`config.mk`:
```
export PLATFORM = sky130hd
export DESIGN_NAME = motor_cmd_arbiter_flat
export DESIGN_NICKNAME = d
export VERILOG_FILES = /design/src/rtl/motor_cmd_arbiter_if.sv /design/src/rtl/motor_cmd_arbiter.sv /design/src/flat_wrapper.sv
export SDC_FILE = /design/constraint.sdc
export NUM_CORES = 1
export LEC_CHECK = 0
export BUFFER_PORTS_ARGS = -buffer_cell sky130_fd_sc_hd__buf_4
export CAP_MARGIN = 5
export CORE_UTILIZATION = 53
export DETAILED_ROUTE_END_ITERATION = 16
export PLACE_DENSITY = 0.72
export SLEW_MARGIN = 20
export SYNTH_ARGS = -nofsm -noshare
export SYNTH_HDL_FRONTEND = slang
export SYNTH_SLANG_ARGS = --single-unit
export TNS_END_PERCENT = 5
```
`constraint.sdc`:
```
create_clock -name clk -period 2.2 [get_ports clk]
set_clock_uncertainty 0.2 [all_clocks]
set_input_delay 0.22 -clock clk [delete_from_list [all_inputs] [get_ports clk]]
set_output_delay 0.22 -clock clk [all_outputs]
set_load 0.005 [all_outputs]
```
`src/rtl/motor_cmd_arbiter_if.sv`:
```
// Command-source and motor-drive signal bundle for motor_cmd_arbiter.
// The arbiter takes the slave side; whatever feeds the sources takes the master side.
interface motor_cmd_arbiter_if #(
    parameter int NUM_SRC = 2
);
    logic [8*NUM_SRC-1:0] src_cmd;
    logic [NUM_SRC-1:0]   src_valid;
    logic                 mode;
    logic [1:0]           sel_src;
    logic [7:0]           motctl;
    logic [1:0]           active_src;
    logic                 failsafe;
    logic                 dead_active;
    logic [NUM_SRC-1:0]   src_fresh;

    modport master (
        output src_cmd, src_valid, mode, sel_src,
        input  motctl, active_src, failsafe, dead_active, src_fresh
    );

    modport slave (
        input  src_cmd, src_valid, mode, sel_src,
        output motctl, active_src, failsafe, dead_active, src_fresh
    );
endinterface

```
`src/rtl/motor_cmd_arbiter.sv`:
```
// Motor command arbiter: per-source hold/watchdog, STOP/RUN/DEAD drive FSM.
// Define MOTCTL_DEADTIME_EN to insert a zero-drive gap on direction reversals.
module motor_cmd_arbiter #(
    parameter int NUM_SRC      = 2,
    parameter int TIMEOUT_CYC  = 25000000,
    parameter int DEADTIME_CYC = 100000
) (
    input  logic               clk,
    input  logic               btnCpuReset,
    motor_cmd_arbiter_if.slave bus
);
    localparam int WD_W = $clog2(TIMEOUT_CYC) + 1;

    typedef enum logic [1:0] {ST_STOP, ST_RUN, ST_DEAD} state_t;

    if (NUM_SRC < 2 || NUM_SRC > 4 || TIMEOUT_CYC < 1 || DEADTIME_CYC < 1) begin : g_bad_param
        $error("motor_cmd_arbiter: parameter out of range");
    end

    logic [1:0] rst_sync_reg;
    logic       run_ok;
    logic [7:0] hold4 [4];
    logic [3:0] fresh4;
    state_t     state_reg;
    logic [7:0] motctl_reg;
    logic [1:0] active_src_reg;
    logic       failsafe_reg;
    logic [1:0] cand_idx;
    logic       cand_valid;
    logic [7:0] cand_cmd;

    // Reset release is retimed so the FSM never leaves STOP on a metastable release.
    always_ff @(posedge clk or negedge btnCpuReset) begin
        if (!btnCpuReset) rst_sync_reg <= '0;
        else              rst_sync_reg <= {rst_sync_reg[0], 1'b1};
    end
    assign run_ok = rst_sync_reg[1];

    // Unused slots read as stale/zero so a 2-bit index is always safe.
    genvar gi;
    generate
        for (gi = 0; gi < 4; gi++) begin : g_src
            if (gi < NUM_SRC) begin : g_live
                logic [7:0]      hold_reg;
                logic [WD_W-1:0] wdog_reg;
                logic            fresh_reg;
                always_ff @(posedge clk or negedge btnCpuReset) begin
                    if (!btnCpuReset) begin
                        hold_reg  <= '0;
                        wdog_reg  <= '0;
                        fresh_reg <= 1'b0;
                    end else if (bus.src_valid[gi]) begin
                        hold_reg  <= bus.src_cmd[8*gi +: 8];
                        wdog_reg  <= '0;
                        fresh_reg <= 1'b1;
                    end else if (fresh_reg) begin
                        wdog_reg <= wdog_reg + 1'b1;
                        if (wdog_reg == WD_W'(TIMEOUT_CYC - 1)) fresh_reg <= 1'b0;
                    end
                end
                assign hold4[gi]  = hold_reg;
                assign fresh4[gi] = fresh_reg;
            end else begin : g_pad
                assign hold4[gi]  = '0;
                assign fresh4[gi] = 1'b0;
            end
        end
    endgenerate

    always_comb begin
        cand_idx   = '0;
        cand_valid = 1'b0;
        if (bus.mode) begin
            for (int i = 0; i < 4; i++) begin
                if (fresh4[i]) begin
                    cand_idx   = 2'(i);
                    cand_valid = 1'b1;
                end
            end
        end else begin
            cand_idx   = bus.sel_src;
            cand_valid = fresh4[bus.sel_src];
        end
        cand_cmd = hold4[cand_idx];
    end

`ifdef MOTCTL_DEADTIME_EN
    localparam int DT_W = $clog2(DEADTIME_CYC) + 1;

    logic [DT_W-1:0] dead_cnt_reg;
    logic            dead_active_reg;
    logic            rev_hit;

    function automatic logic is_rev(input logic [1:0] a, input logic [1:0] b);
        return (a == 2'b10 && b == 2'b01) || (a == 2'b01 && b == 2'b10);
    endfunction

    assign rev_hit = is_rev(motctl_reg[5:4], cand_cmd[5:4]) || is_rev(motctl_reg[1:0], cand_cmd[1:0]);
    assign bus.dead_active = dead_active_reg;
`else
    assign bus.dead_active = 1'b0;
`endif

    always_ff @(posedge clk or negedge btnCpuReset) begin
        if (!btnCpuReset) begin
            state_reg      <= ST_STOP;
            motctl_reg     <= '0;
            active_src_reg <= '0;
            failsafe_reg   <= 1'b1;
`ifdef MOTCTL_DEADTIME_EN
            dead_active_reg <= 1'b0;
            dead_cnt_reg    <= '0;
`endif
        end else begin
            case (state_reg)
                ST_STOP: begin
                    if (run_ok && cand_valid) begin
                        state_reg      <= ST_RUN;
                        motctl_reg     <= cand_cmd;
                        active_src_reg <= cand_idx;
                        failsafe_reg   <= 1'b0;
                    end
                end
                ST_RUN: begin
                    if (!cand_valid) begin
                        state_reg    <= ST_STOP;
                        motctl_reg   <= '0;
                        failsafe_reg <= 1'b1;
`ifdef MOTCTL_DEADTIME_EN
                    end else if (rev_hit) begin
                        state_reg       <= ST_DEAD;
                        motctl_reg      <= '0;
                        dead_active_reg <= 1'b1;
                        dead_cnt_reg    <= DT_W'(DEADTIME_CYC - 1);
`endif
                    end else begin
                        motctl_reg     <= cand_cmd;
                        active_src_reg <= cand_idx;
                    end
                end
`ifdef MOTCTL_DEADTIME_EN
                ST_DEAD: begin
                    if (!cand_valid) begin
                        state_reg       <= ST_STOP;
                        motctl_reg      <= '0;
                        failsafe_reg    <= 1'b1;
                        dead_active_reg <= 1'b0;
                    end else if (dead_cnt_reg == '0) begin
                        state_reg       <= ST_RUN;
                        motctl_reg      <= cand_cmd;
                        active_src_reg  <= cand_idx;
                        dead_active_reg <= 1'b0;
                    end else begin
                        dead_cnt_reg <= dead_cnt_reg - 1'b1;
                    end
                end
`endif
                default: begin
                    state_reg    <= ST_STOP;
                    motctl_reg   <= '0;
                    failsafe_reg <= 1'b1;
                end
            endcase
        end
    end

    assign bus.motctl     = motctl_reg;
    assign bus.active_src = active_src_reg;
    assign bus.failsafe   = failsafe_reg;
    assign bus.src_fresh  = fresh4[NUM_SRC-1:0];
endmodule

```
`src/flat_wrapper.sv`:
```
// flat-port wrapper written by rule: the top's interface ports become plain ports
module motor_cmd_arbiter_flat 
#(
    parameter int NUM_SRC      = 2,
    parameter int TIMEOUT_CYC  = 25000000,
    parameter int DEADTIME_CYC = 100000
)
  (clk, btnCpuReset, bus_src_cmd, bus_src_valid, bus_mode, bus_sel_src, bus_motctl, bus_active_src, bus_failsafe, bus_dead_active, bus_src_fresh);
  motor_cmd_arbiter_if #(.NUM_SRC(NUM_SRC)) bus_i ();
  input  logic clk;
  input  logic btnCpuReset;
  input wire logic [$bits(bus_i.src_cmd)-1:0] bus_src_cmd;
  input wire logic [$bits(bus_i.src_valid)-1:0] bus_src_valid;
  input wire logic [$bits(bus_i.mode)-1:0] bus_mode;
  input wire logic [$bits(bus_i.sel_src)-1:0] bus_sel_src;
  output wire logic [$bits(bus_i.motctl)-1:0] bus_motctl;
  output wire logic [$bits(bus_i.active_src)-1:0] bus_active_src;
  output wire logic [$bits(bus_i.failsafe)-1:0] bus_failsafe;
  output wire logic [$bits(bus_i.dead_active)-1:0] bus_dead_active;
  output wire logic [$bits(bus_i.src_fresh)-1:0] bus_src_fresh;
  assign bus_i.src_cmd = bus_src_cmd;
  assign bus_i.src_valid = bus_src_valid;
  assign bus_i.mode = bus_mode;
  assign bus_i.sel_src = bus_sel_src;
  assign bus_motctl = bus_i.motctl;
  assign bus_active_src = bus_i.active_src;
  assign bus_failsafe = bus_i.failsafe;
  assign bus_dead_active = bus_i.dead_active;
  assign bus_src_fresh = bus_i.src_fresh;
  motor_cmd_arbiter #(.NUM_SRC(NUM_SRC), .TIMEOUT_CYC(TIMEOUT_CYC), .DEADTIME_CYC(DEADTIME_CYC)) u_core (.clk(clk), .btnCpuReset(btnCpuReset), .bus(bus_i));
endmodule
```
Word level (Yosys, flattened, before mapping)
Cells that the tools add are included.
- logic and storage cells: 61
- register bits after elaboration: 85
- output and inout port bits: 14
- input port bits: 23
- $add $sub $neg: 2
- order comparisons: 2
- eq/ne operators: 6
- bitwise logic cells: 1
- reduce and logical (&&, ||, !) cells: 7
- multiplexer cells: 32
- operator list (kind ; count):
    $mux 26 ; 4
    $add 26x1->26 const B ; 2
    $eq 26x25->1 const B ; 2
    $mux 8 ; 4
    $bmux 8 s2 ; 1
    $pmux 8 s2 ; 1
    $mux 1 ; 13
    $mux 2 ; 5
    $pmux 2 s2 ; 2
    $reduce_bool 2->1 ; 3
    $ne 2x1->1 const B ; 2
    $ge 3x3->1 const B ; 1
    $lt 2x3->1 const B ; 1
    $not 2->3 ; 1
    $reduce_and 3->1 ; 1
    $bmux 1 s2 ; 1
    $eq 2x1->1 const B ; 1
    $logic_not 2->1 ; 1
    $ne 2x2->1 const B ; 1
    $pmux 1 s2 ; 1
    $reduce_and 2->1 ; 1
    $logic_and 1x1->1 ; 1

Logic depth before layout (Yosys ltp)
Gate-level depths: netlist of run 1.
- depth in word-level cells: 8
- depth in mapped cells: 6

Worst setup path before layout of run 1
Ideal clock, no wire load.
- path kind: reg-to-reg
- start point: reg u_core.g_src[0].g_live.fresh_reg
- end point: reg u_core.g_src[0].g_live.wdog_reg[25]
- arrival: 1.756 ns
- slack: 0.166 ns
- period minus slack after synthesis: 2.034 ns
- cell stages (with the launch flop): 6
- buffers on the path: 1
- data required time: 1.922 ns
- cell sequence: dfrtp_1 > buf_2 > o211a_1 > or4b_4 > or4_1 > a21oi_1
- word-level cells in the longest chain between the ends: 1
- RTL lines (item ; RTL line ; RTL):
    from (decl) ; motor_cmd_arbiter.sv:46 ; logic fresh_reg;
    from (signal assigned) ; motor_cmd_arbiter.sv:51 ; fresh_reg <= 1'b0;
    from (signal assigned) ; motor_cmd_arbiter.sv:55 ; fresh_reg <= 1'b1;
    from (signal assigned) ; motor_cmd_arbiter.sv:58 ; if (wdog_reg == WD_W'(TIMEOUT_CYC - 1)) fresh_reg <= 1'b0;
    $reduce_bool 2->1 (no line) ; - ;
    to (signal assigned) ; motor_cmd_arbiter.sv:57 ; wdog_reg <= wdog_reg + 1'b1;
    to (decl) ; motor_cmd_arbiter.sv:45 ; logic [WD_W-1:0] wdog_reg;
No other way between the ends.
A chain may end at the register's enable or synchronous reset.

Worst setup path after layout of run 1
- start point: reg u_core.g_src[0].g_live.wdog_reg[0]
- end point: reg u_core.g_src[0].g_live.wdog_reg[24]
- word-level cells in the longest chain between the ends: 3
- RTL lines (item ; RTL line ; RTL):
    $add 26x1->26 ; motor_cmd_arbiter.sv:57 ;
    $mux 26 ; motor_cmd_arbiter.sv:56 ; end else if (fresh_reg) begin
    $mux 26 ; motor_cmd_arbiter.sv:52 ; end else if (bus.src_valid[gi]) begin
No other way between the ends. The select of a mux whose other input is x is not followed.

==> results of run 1 <==
==> kinds of logic (layout without fill, tap and decap cells) <==
group,count (synthesis),count (layout),share of synthesized area
adder cells (fa/ha/maj),2,2,0.006199
multiplexers,29,29,0.07811
AO/OA/AOI/OAI,74,74,0.1150
other,2,2,0.001861
XOR/XNOR,21,21,0.04557
flip-flops,84,84,0.5211
buffers and inverters,30,97,0.03348
AND/OR/NAND/NOR,139,139,0.1987
==> power groups by stage <==
stage               registers [mW]  logic (mW)  clock network [mW]
floorplan                     1.69       0.128                   0
global placement              1.69       0.275                   0
detailed placement            1.69       0.284                   0
CTS                           1.67       0.311                1.16
global route                  1.68       0.342                1.23
finish                        1.67       0.309                1.15
==> worst max-delay path, stage by stage, from the launching register on <==
cell,delay (ps)
dfrtp_1,420
ha_2,230
o21ai_0,80
or4_4,490
or4_1,490
a21oi_1,160
==> final timing paths <==
kind                            cells past startpoint                             endpoint                               start
worst max-delay path                                5  u_core.g_src[0].g_live.wdog_reg[24]  u_core.g_src[0].g_live.wdog_reg[0]
worst min-delay path                                3  u_core.g_src[1].g_live.wdog_reg[19]                    bus_src_valid[1]
worst max register to register                      5  u_core.g_src[0].g_live.wdog_reg[24]  u_core.g_src[0].g_live.wdog_reg[0]
worst min register to register                      0               u_core.rst_sync_reg[1]              u_core.rst_sync_reg[0]
max in group asynchronous                           3  u_core.g_src[1].g_live.wdog_reg[15]                         btnCpuReset
min in group asynchronous                           2  u_core.g_src[1].g_live.wdog_reg[21]                         btnCpuReset
==> placed cells by master (no fill, tap or decap), types with 11 or more instances in the layout <==
| cell | count |
|---|---|
| buf_4 | 53 |
| nand2_1 | 16 |
| dfrtp_1 | 83 |
| or3_1 | 15 |
| xor2_1 | 13 |
| or4_1 | 12 |
| o21ai_0 | 18 |
| mux2i_1 | 11 |
| nand4_1 | 17 |
| nand3_1 | 16 |
| mux2_2 | 17 |
| dlygate4sd3_1 | 18 |
| a21oi_1 | 27 |
| nor2_1 | 28 |
==> layer usage <==
metal / global-route usage / vias up
met4: 0.09091 / 0
met5: 0 / -
met3: 0.04432 / 14
met2: 0.3775 / 70
met1: 0.3256 / 1578
li1: - / 1532
==> stage by stage <==
| stage | setup slack, ps | TNS, ps |
|---|---|---|
| 2_1_floorplan | 166.4 | 0 |
| 3_5_place_dp | 73.67 | 0 |
| 4_1_cts | 59.39 | 0 |
| 6_report | 66.69 | 0 |
| 3_3_place_gp | 117.8 | 0 |
| 5_1_grt | -14.93 | -14.93 |
==> cell type report <==
| type | instances | area, um2 | area share |
|---|---|---|---|
| clock buffer | 9 | 123.9 | 0.02540 |
| clock inverter | 7 | 81.33 | 0.01668 |
| inverter | 9 | 33.78 | 0.006928 |
| multi-input combinational | 267 | 1812 | 0.3716 |
| tap | 99 | 123.9 | 0.02540 |
| timing repair buffer | 72 | 598.1 | 0.1227 |
| sequential | 84 | 2103 | 0.4314 |
==> timing repair <==
action                                  4_1_cts  5_1_grt
hold endpoints to repair                     50        0
setup buffers                                 0        0
hold buffers                                 18        0
endpoints found under the setup margin        0        5
gates resized for setup                       0        3
==> results.md, run 1 <==
- CP endpoint kind: register
- Vias in the first global route: 3031
- TritonCTS clock tree: done
- H-tree levels: 3
- Endpoints failing hold: 0
- Cells after synthesis: 381
- Power share of the sequential group: 0.533
- Total placed instance area: 4477 um2
- Relative slew slack: 0.3775
- Grt total ovfl: 0
- Final hold slack: 12.77 ps
- Max cap viols: 0
- Antenna viol nets, final: 0
- Sequential element share of the synthesized area: 0.5211
- DP Wirelength: 5675 um
- Clk slew on worst S/H paths: 90 ps
- Post-synth EDFFs: 0
- Crit path time final: 2133 ps
- P_int: 2.326 mW
- Die H: 89.27 um
- Synthesized flop and latch total: 84
- Vias per std cell: just under 6
- Critical path class: reg -> reg
- Reg2Reg Setup Slack: 70 ps
- Synth cell types: 47
- Final Wtd Congestion: 0.8144
- Top Layer Used: met4
- Psw: around 0.80 mW
- Clk Latency, worst-skew pair: between 300 and 400 ps
- RSZ-0062 raised after global routing: yes
- Total number of vias: around 3200
- Clock power frac: 0.368
- DRC errors left: 0
- Initial antenna violation count: 0
- Die width: 89.27 um
- HP Class: in -> reg
- VDD IR max: 0.4499 mV
- Root buf cell: clkbuf_8
- Top FF cell, synth: dfrtp_1
- Post-Route WL: 8592 um
- # diodes: 0
- Average size of a mapped cell: 10.59 um2
- Layout Cells excl Fill: 547
- Post-route total power: 3.128 mW
- YS warnings: 0
- Post-synth top area cell: dfrtp_1
- Synth top cells by count: dfrtp_1 (83), nor2_1 (28), a21oi_1 (27)
- Ys async rst share: 1.000
- Sw frac: 0.2564
- F_max: approximately 470 MHz
- Share of cells above drive strength 1: 0.2188
- Pin count of the biggest net entering global routing: 53
- Met3 WL post-DR: 310 um
- Max FFs per register: 52
- Worst-path maximum fanout: 12
- Mapped cell area: ~4000 um2
- Row Count: 31
- Final instance area: 4876 um2
- Fin nets: 468
- Max Root-Sink Buffers: 2
- Port bufs: 35
- TritonCTS Buffers: 9
- Top-area cell type share of the netlist area: 0.5146
- FILL cells: 574
- First-pass GRT wire length: 14320 um
- Starting Density: 0.5535
- Part of the cycle the worst path needs: 0.9697
- Gr usage total: 0.2373
- M1 wire length: between 4000 and 5000 um
- I/O pins: 37
- WL/cell: 15.71 um
- Top-count cell post-synth: dfrtp_1
- Setup violators final: 0
- Slew Viols, Final: 0
- Core Region: 7292 um2
- Die area: 7969 um2
- Critical Path RT: roughly 2300 ps
- 1st-iter DRT viols: about 190
- Static leakage: 2.018 nW
- Total clock sinks: 84
- Post-Syn Nets: 406
- Status: finished, final reports clean
- Critical Path Source Type: register
- Area Growth Syn to Fin: 20.80%
- Comb pwr share: 0.099
- Met2 WL: 4134 um
- Worst slew pin tran: 929.6 ps
- Pwr dens: 641.6 nW/um2
- CP arrival: 2210 ps
- Placed Cells: 513
- Drt first pass iters: 4
- Top cells by area, synth: dfrtp_1 (51%), mux2_2 (4.7%), a21oi_1 (3.3%)
- Final design utilization: 0.6687
Note: power is estimated with default switching activity, not from simulation.
==> run 2: changes to the inputs <==
--- a/config.mk
+++ b/config.mk
@@ -8,3 +8,3 @@
 export BUFFER_PORTS_ARGS = -buffer_cell sky130_fd_sc_hd__buf_4
-export CAP_MARGIN = 5
+export CAP_MARGIN = 20
 export CORE_UTILIZATION = 53
@@ -12,2 +12,3 @@
 export PLACE_DENSITY = 0.72
+export REMOVE_ABC_BUFFERS = 1
 export SLEW_MARGIN = 20
--- a/constraint.sdc
+++ b/constraint.sdc
@@ -4,2 +4,2 @@
 set_output_delay 0.22 -clock clk [all_outputs]
-set_load 0.005 [all_outputs]
+set_load 0.01 [all_outputs]
==> run 2 against run 1 <==
  * Via count down 0.47%
  * Die area unchanged
  * Critical path depth down 1
  * Sequential share of layout area down 0.45 points
  * Register-to-register slack about the same
  * Highest routed layer unchanged
==> results.md, run 2 (synthesized netlist as in run 1, its figures left out) <==
- Max cap viols: 0 (unchanged)
- Placed Cells: 518 (+0.97%)
- Row Count: 31 (unchanged)
- 1st-iter DRT viols: 187 (-2.1%)
- Status: finished, final reports clean
- Critical Path RT: 2280 ps (about the same)
- H-tree levels: 3 (unchanged)
- Drt first pass iters: 4 (unchanged)
- Gr usage total: 0.2471 (+0.009781)
- Clk Latency, worst-skew pair: 360 ps (about the same)
- Pwr dens: 650.1 nW/um2 (+1.3%)
- Most frequent cells in the layout: dfrtp_1 (82), buf_4 (60), nor2_1 (28)
- Fin nets: 475 (+1.5%)
- Setup TNS: 0 ps (unchanged)
- Root buf cell: clkbuf_8
- WL/cell: 16.02 um (+2.0%)
- Layout Cells excl Fill: 554 (+1.3%)
- Final design utilization: 0.6760 (+0.007379)
- Critical path class: reg -> reg
- Setup violators final: 0 (unchanged)
- Relative slew slack: 0.3993 (+0.02174)
- Die width: 89.27 um (unchanged)
- Max FFs per register: 52 (unchanged)
- TritonCTS clock tree: done
- Part of the cycle the worst path needs: 0.9699 (about the same)
- Port bufs: 35 (unchanged)
- Post-Route WL: 8873 um (+3.3%)
- Worst slew pin tran: 897.2 ps (-32.47 ps)
- Static leakage: 2.053 nW (+1.7%)
- CP endpoint kind: register
- Worst-path maximum fanout: 6 (-6)
- Pin count of the biggest net entering global routing: 42 (-21%)
- Core Region: 7292 um2 (unchanged)
- Crit path time final: 2134 ps (+0.4329 ps)
- Most common cell after layout, fill and taps aside: dfrtp_1
- DRC errors left: 0 (unchanged)
- F_max: 468.7 MHz (about the same)
- HP Class: in -> reg
- Max Root-Sink Buffers: 2 (unchanged)
- Final hold slack: 68.21 ps (+55.44 ps)
- Total number of vias: 3179 (-0.47%)
- Initial antenna violation count: 0 (unchanged)
- # diodes: 0 (unchanged)
- Antenna viol nets, final: 0 (unchanged)
- Clk slew on worst S/H paths: 90 ps (about the same)
- Slew Viols, Final: 0 (unchanged)
- Die area: 7969 um2 (unchanged)
- Vias in the first global route: 3047 (+0.53%)
- Final Wtd Congestion: 0.8045 (-1.2%)
- Share of cells above drive strength 1: 0.2286 (+0.009821)
- TritonCTS Buffers: 9 (unchanged)
- Area Growth Syn to Fin: 22.13%
- Vias per std cell: 5.738 (-1.7%)
- Reg2Reg Setup Slack: 70 ps (about the same)
- CP arrival: 2220 ps (about the same)
- First-pass GRT wire length: 14660 um (+2.4%)
- FILL cells: 580 (+1.0%)
- Endpoints failing hold: 0 (unchanged)
- Starting Density: 0.5535 (unchanged)
- Total clock sinks: 84 (unchanged)
- DP Wirelength: 5906 um (+4.1%)
- Grt total ovfl: 0 (unchanged)
- Die H: 89.27 um (unchanged)
- I/O pins: 37 (unchanged)
- Critical Path Source Type: register
- VDD IR max: 0.4748 mV (+5.5%)
[run 2: changes by cell type in the layout (fill, tap and decap cells not counted), moves of 2 or more]
cell | previous run | this run
clkbuf_1 | 0 | 2
inv_6 | 3 | 1
buf_4 | 53 | 60
a21oi_1 | 27 | 25
a21oi_2 | 0 | 2
[run 2: stage by stage]
step           setup slack (ps)  total power [mW]  instance area, um2
2_1_floorplan             54.90             1.808                3935
3_3_place_gp              127.0             1.985                4514
3_5_place_dp              92.73             1.997                4514
4_1_cts                   67.23             3.232                4901
5_1_grt                  -30.23             3.332                4930
6_report                  66.25             3.205                4930
[run 2: repair_timing]
action	in CTS	in global routing
resized for setup	0	3
endpoints found under the setup margin	0	5
setup buffers	0	3
endpoints found under the hold margin	55	0
hold buffers	17	0
[run 2: layer usage]
layer | global-route usage | up-vias | share of wire
met2 | 0.3907 | 69 | 0.49
met1 | 0.3321 | 1552 | 0.45
li1 | - | 1540 | -
met5 | 0 | - | 0
met4 | 0.09380 | 0 | 0.018
met3 | 0.06002 | 18 | 0.041
[run 2: worst max-delay path, cell delays in order (launching register included)]
cell	delay, ps
dfrtp_1	420
nand4_1	180
or4_4	620
or4_1	510
a21oi_2	130
[run 2: final cells by class]
| cell class | count | area (um2) | area share |
|---|---|---|---|
| multi-input combinational | 267 | 1805 | 0.3662 |
| tap | 99 | 123.9 | 0.02513 |
| sequential | 84 | 2105 | 0.4269 |
| timing repair buffer | 79 | 645.6 | 0.1310 |
| clock buffer | 11 | 131.4 | 0.02665 |
| clock inverter | 5 | 85.08 | 0.01726 |
| inverter | 9 | 33.78 | 0.006853 |
[run 2: final timing paths]
path	start	cells after the start	endpoint
worst max register to register	u_core.g_src[0].g_live.wdog_reg[7]	4	u_core.g_src[0].g_live.wdog_reg[24]
min in group asynchronous	btnCpuReset	2	u_core.g_src[1].g_live.wdog_reg[0]
max in group asynchronous	btnCpuReset	3	u_core.bus.motctl[4]
worst min register to register	u_core.rst_sync_reg[0]	0	u_core.rst_sync_reg[1]
worst max-delay path	u_core.g_src[0].g_live.wdog_reg[7]	4	u_core.g_src[0].g_live.wdog_reg[24]
worst min-delay path	bus_src_valid[0]	3	u_core.g_src[0].g_live.wdog_reg[6]
[run 2: where the power goes]
group | total, mW | internal (mW) | switching (mW)
registers | 1.67 | 1.62 | 0.0503
clock network | 1.21 | 0.647 | 0.566
logic | 0.325 | 0.168 | 0.156
total | 3.20 | 2.43 | 0.773
==> run 3: changes to the inputs <==
Settings changed: CORE_ASPECT_RATIO set to 0.5.
==> run 3 against run 2 <==
  * Register-to-register slack worse by 30 ps
  * Cell count shrank 2.0%
  * Clock power up 22%
  * Fmax down 1.3%
  * Critical path depth increased by 1
==> results.md, run 3 (synthesized netlist as in run 1, its figures left out) <==
- P_int: 2.692 mW (+11%)
- Final design utilization: 0.6733 (-0.002741)
- Clk slew on worst S/H paths: 60 ps (-30 ps)
- Port bufs: 35 (unchanged)
- Max cap viols: 0 (unchanged)
- # diodes: 0 (unchanged)
- CP endpoint kind: register
- H-tree levels: 3 (unchanged)
- WL/cell: 16.97 um (+6.0%)
- Critical path class: reg -> reg
- DRC errors left: 0 (unchanged)
- Slew Viols, Final: 0 (unchanged)
- Comb pwr share: 0.095 (-0.006)
- Sw frac: 0.2264 (-0.01465)
- Pwr dens: 703.2 nW/um2 (+8.2%)
- Worst-path maximum fanout: 12 (+6)
- Pin count of the biggest net entering global routing: 48 (+14%)
- Antenna viol nets, final: 0 (unchanged)
- Die area: 7990 um2 (+0.26%)
- Post-Route WL: 9215 um (+3.9%)
- Fin nets: 467 (-1.7%)
- Psw: 0.7880 mW (+2.0%)
- Clk Latency, worst-skew pair: 340 ps (-20 ps)
- Post-route total power: 3.480 mW (+8.6%)
- Setup violators final: 0 (unchanged)
- Max Root-Sink Buffers: 2 (unchanged)
- Die width: 125.4 um (+40%)
- Final hold slack: 152.2 ps (+83.97 ps)
- Drt first pass iters: 4 (unchanged)
- Area Growth Syn to Fin: 22.60%
- I/O pins: 37 (unchanged)
- Worst slew pin tran: 942.5 ps (+45.30 ps)
- Starting Density: 0.5492 (-0.004335)
- Most frequent cells in the layout: dfrtp_1 (81), buf_4 (52), nor2_1 (28)
- TritonCTS Buffers: 9 (unchanged)
- 1st-iter DRT viols: 179 (-4.3%)
- Vias in the first global route: 3185 (+4.5%)
- Root buf cell: clkbuf_16
- Clock power frac: 0.425 (+0.047)
- Critical Path Source Type: register
- Total placed instance area: 4458 um2 (-1.2%)
- Core Region: 7350 um2 (+0.79%)
- RSZ-0062 raised after global routing: yes
- F_max: 462.3 MHz (-1.3%)
- Critical Path RT: 2250 ps (-30 ps)
- Worst path max stage delay: 500 ps (-120 ps)
- Worst r2r src: u_core.g_src[0].g_live.wdog_reg[1]
- Share of cells above drive strength 1: 0.2148 (-0.01381)
- VDD IR max: 0.4044 mV (-15%)
- Relative slew slack: 0.3689 (-0.03033)
- Final Wtd Congestion: 0.8534 (+6.1%)
- Hold Path Origin: u_core.rst_sync_reg[0]
- DP Wirelength: 5936 um (+0.51%)
- Max FFs per register: 52 (unchanged)
- First-pass GRT wire length: 15370 um (+4.8%)
- HP Class: reg -> reg
- Total clock sinks: 84 (unchanged)
- Vias per std cell: 5.924 (+3.2%)
- Final instance area: 4949 um2 (+0.38%)
- Most common cell after layout, fill and taps aside: dfrtp_1
- Gr usage total: 0.2497 (+0.002605)
- Grt total ovfl: 0 (unchanged)
- Row Count: 22 (-29%)
- Crit path time final: 2163 ps (+29.15 ps)
- Initial antenna violation count: 0 (unchanged)
- Endpoints failing hold: 0 (unchanged)
- Status: finished, final reports clean
- Crit-path cells: ha_1, o21ai_0, or4_4, or4_1, a21oi_1
- Total number of vias: 3217 (+1.2%)
- Slowest stage cell, crit path: or4_4
- Worst setup path startpoint: u_core.g_src[0].g_live.wdog_reg[1]
- Power share of the sequential group: 0.480 (-0.040)
- Part of the cycle the worst path needs: 0.9831 (+0.01325)
- Static leakage: 2.052 nW (about the same)
- Die H: 63.71 um (-29%)
- CP arrival: 2220 ps (about the same)
- TritonCTS clock tree: done
[run 3: final timing paths]
check / endpoint / slack (ps) / cells past startpoint
max in group asynchronous: u_core.g_src[0].g_live.wdog_reg[3] / 930 / 3
worst min register to register: u_core.rst_sync_reg[1] / 150 / 0
worst max register to register: u_core.g_src[0].g_live.wdog_reg[24] / 40 / 5
min in group asynchronous: u_core.g_src[1].g_live.wdog_reg[25] / 250 / 2
worst min-delay path: u_core.rst_sync_reg[1] / 150 / 0
worst max-delay path: u_core.g_src[0].g_live.wdog_reg[24] / 40 / 5
[run 3: worst max-delay path: cells and delay by family (launching register included)]
| family | cells | cell delay [ps] |
|---|---|---|
| and+or+nand+nor | 2 | 980 |
| adders and majority gates | 1 | 210 |
| DFF | 1 | 410 |
| AOI/OAI and AO/OA | 2 | 290 |
[run 3: area by class of cell]
| type | count | area, um2 |
|---|---|---|
| fill | 526 | 2401 |
| sequential | 84 | 2106 |
| multi-input combinational | 267 | 1803 |
| timing repair buffer | 71 | 590.6 |
| clock buffer | 11 | 242.7 |
| tap | 96 | 120.1 |
| clock inverter | 5 | 52.55 |
| inverter | 9 | 33.78 |
[run 3: power groups by stage]
| stage | logic [mW] | clock network (mW) | registers (mW) |
|---|---|---|---|
| floorplan | 0.108 | 0 | 1.70 |
| detailed placement | 0.299 | 0 | 1.69 |
| global placement | 0.287 | 0 | 1.69 |
| CTS | 0.327 | 1.51 | 1.67 |
| global route | 0.357 | 1.57 | 1.68 |
| finish | 0.330 | 1.48 | 1.67 |
[run 3: per-stage QoR]
stage | std cells | setup slack, ps | TNS (ps)
2_1_floorplan | 360 | 54.90 | 0
3_3_place_gp | 508 | 92.19 | 0
3_5_place_dp | 508 | 45.62 | 0
4_1_cts | 542 | 22.67 | 0
5_1_grt | 543 | -90.10 | -168.7
6_report | 543 | 37.11 | 0
[run 3: layer usage]
| layer | part of all wire | GRT usage | up-vias | wire, um |
|---|---|---|---|---|
| met3 | 0.032 | 0.05862 | 16 | 296 |
| li1 | - | - | 1522 | - |
| met1 | 0.43 | 0.3013 | 1612 | 3928 |
| met4 | 0.020 | 0.1113 | 0 | 188 |
| met5 | 0 | 0 | - | 0 |
| met2 | 0.52 | 0.4323 | 67 | 4801 |
[run 3: what timing repair did]
| action | 4_1_cts | 5_1_grt |
|---|---|---|
| buffers inserted | 0 | 1 |
| hold buffers | 18 | 0 |
| setup endpoints to repair | 0 | 7 |
| resized for setup | 0 | 3 |
| endpoints found under the hold margin | 70 | 0 |
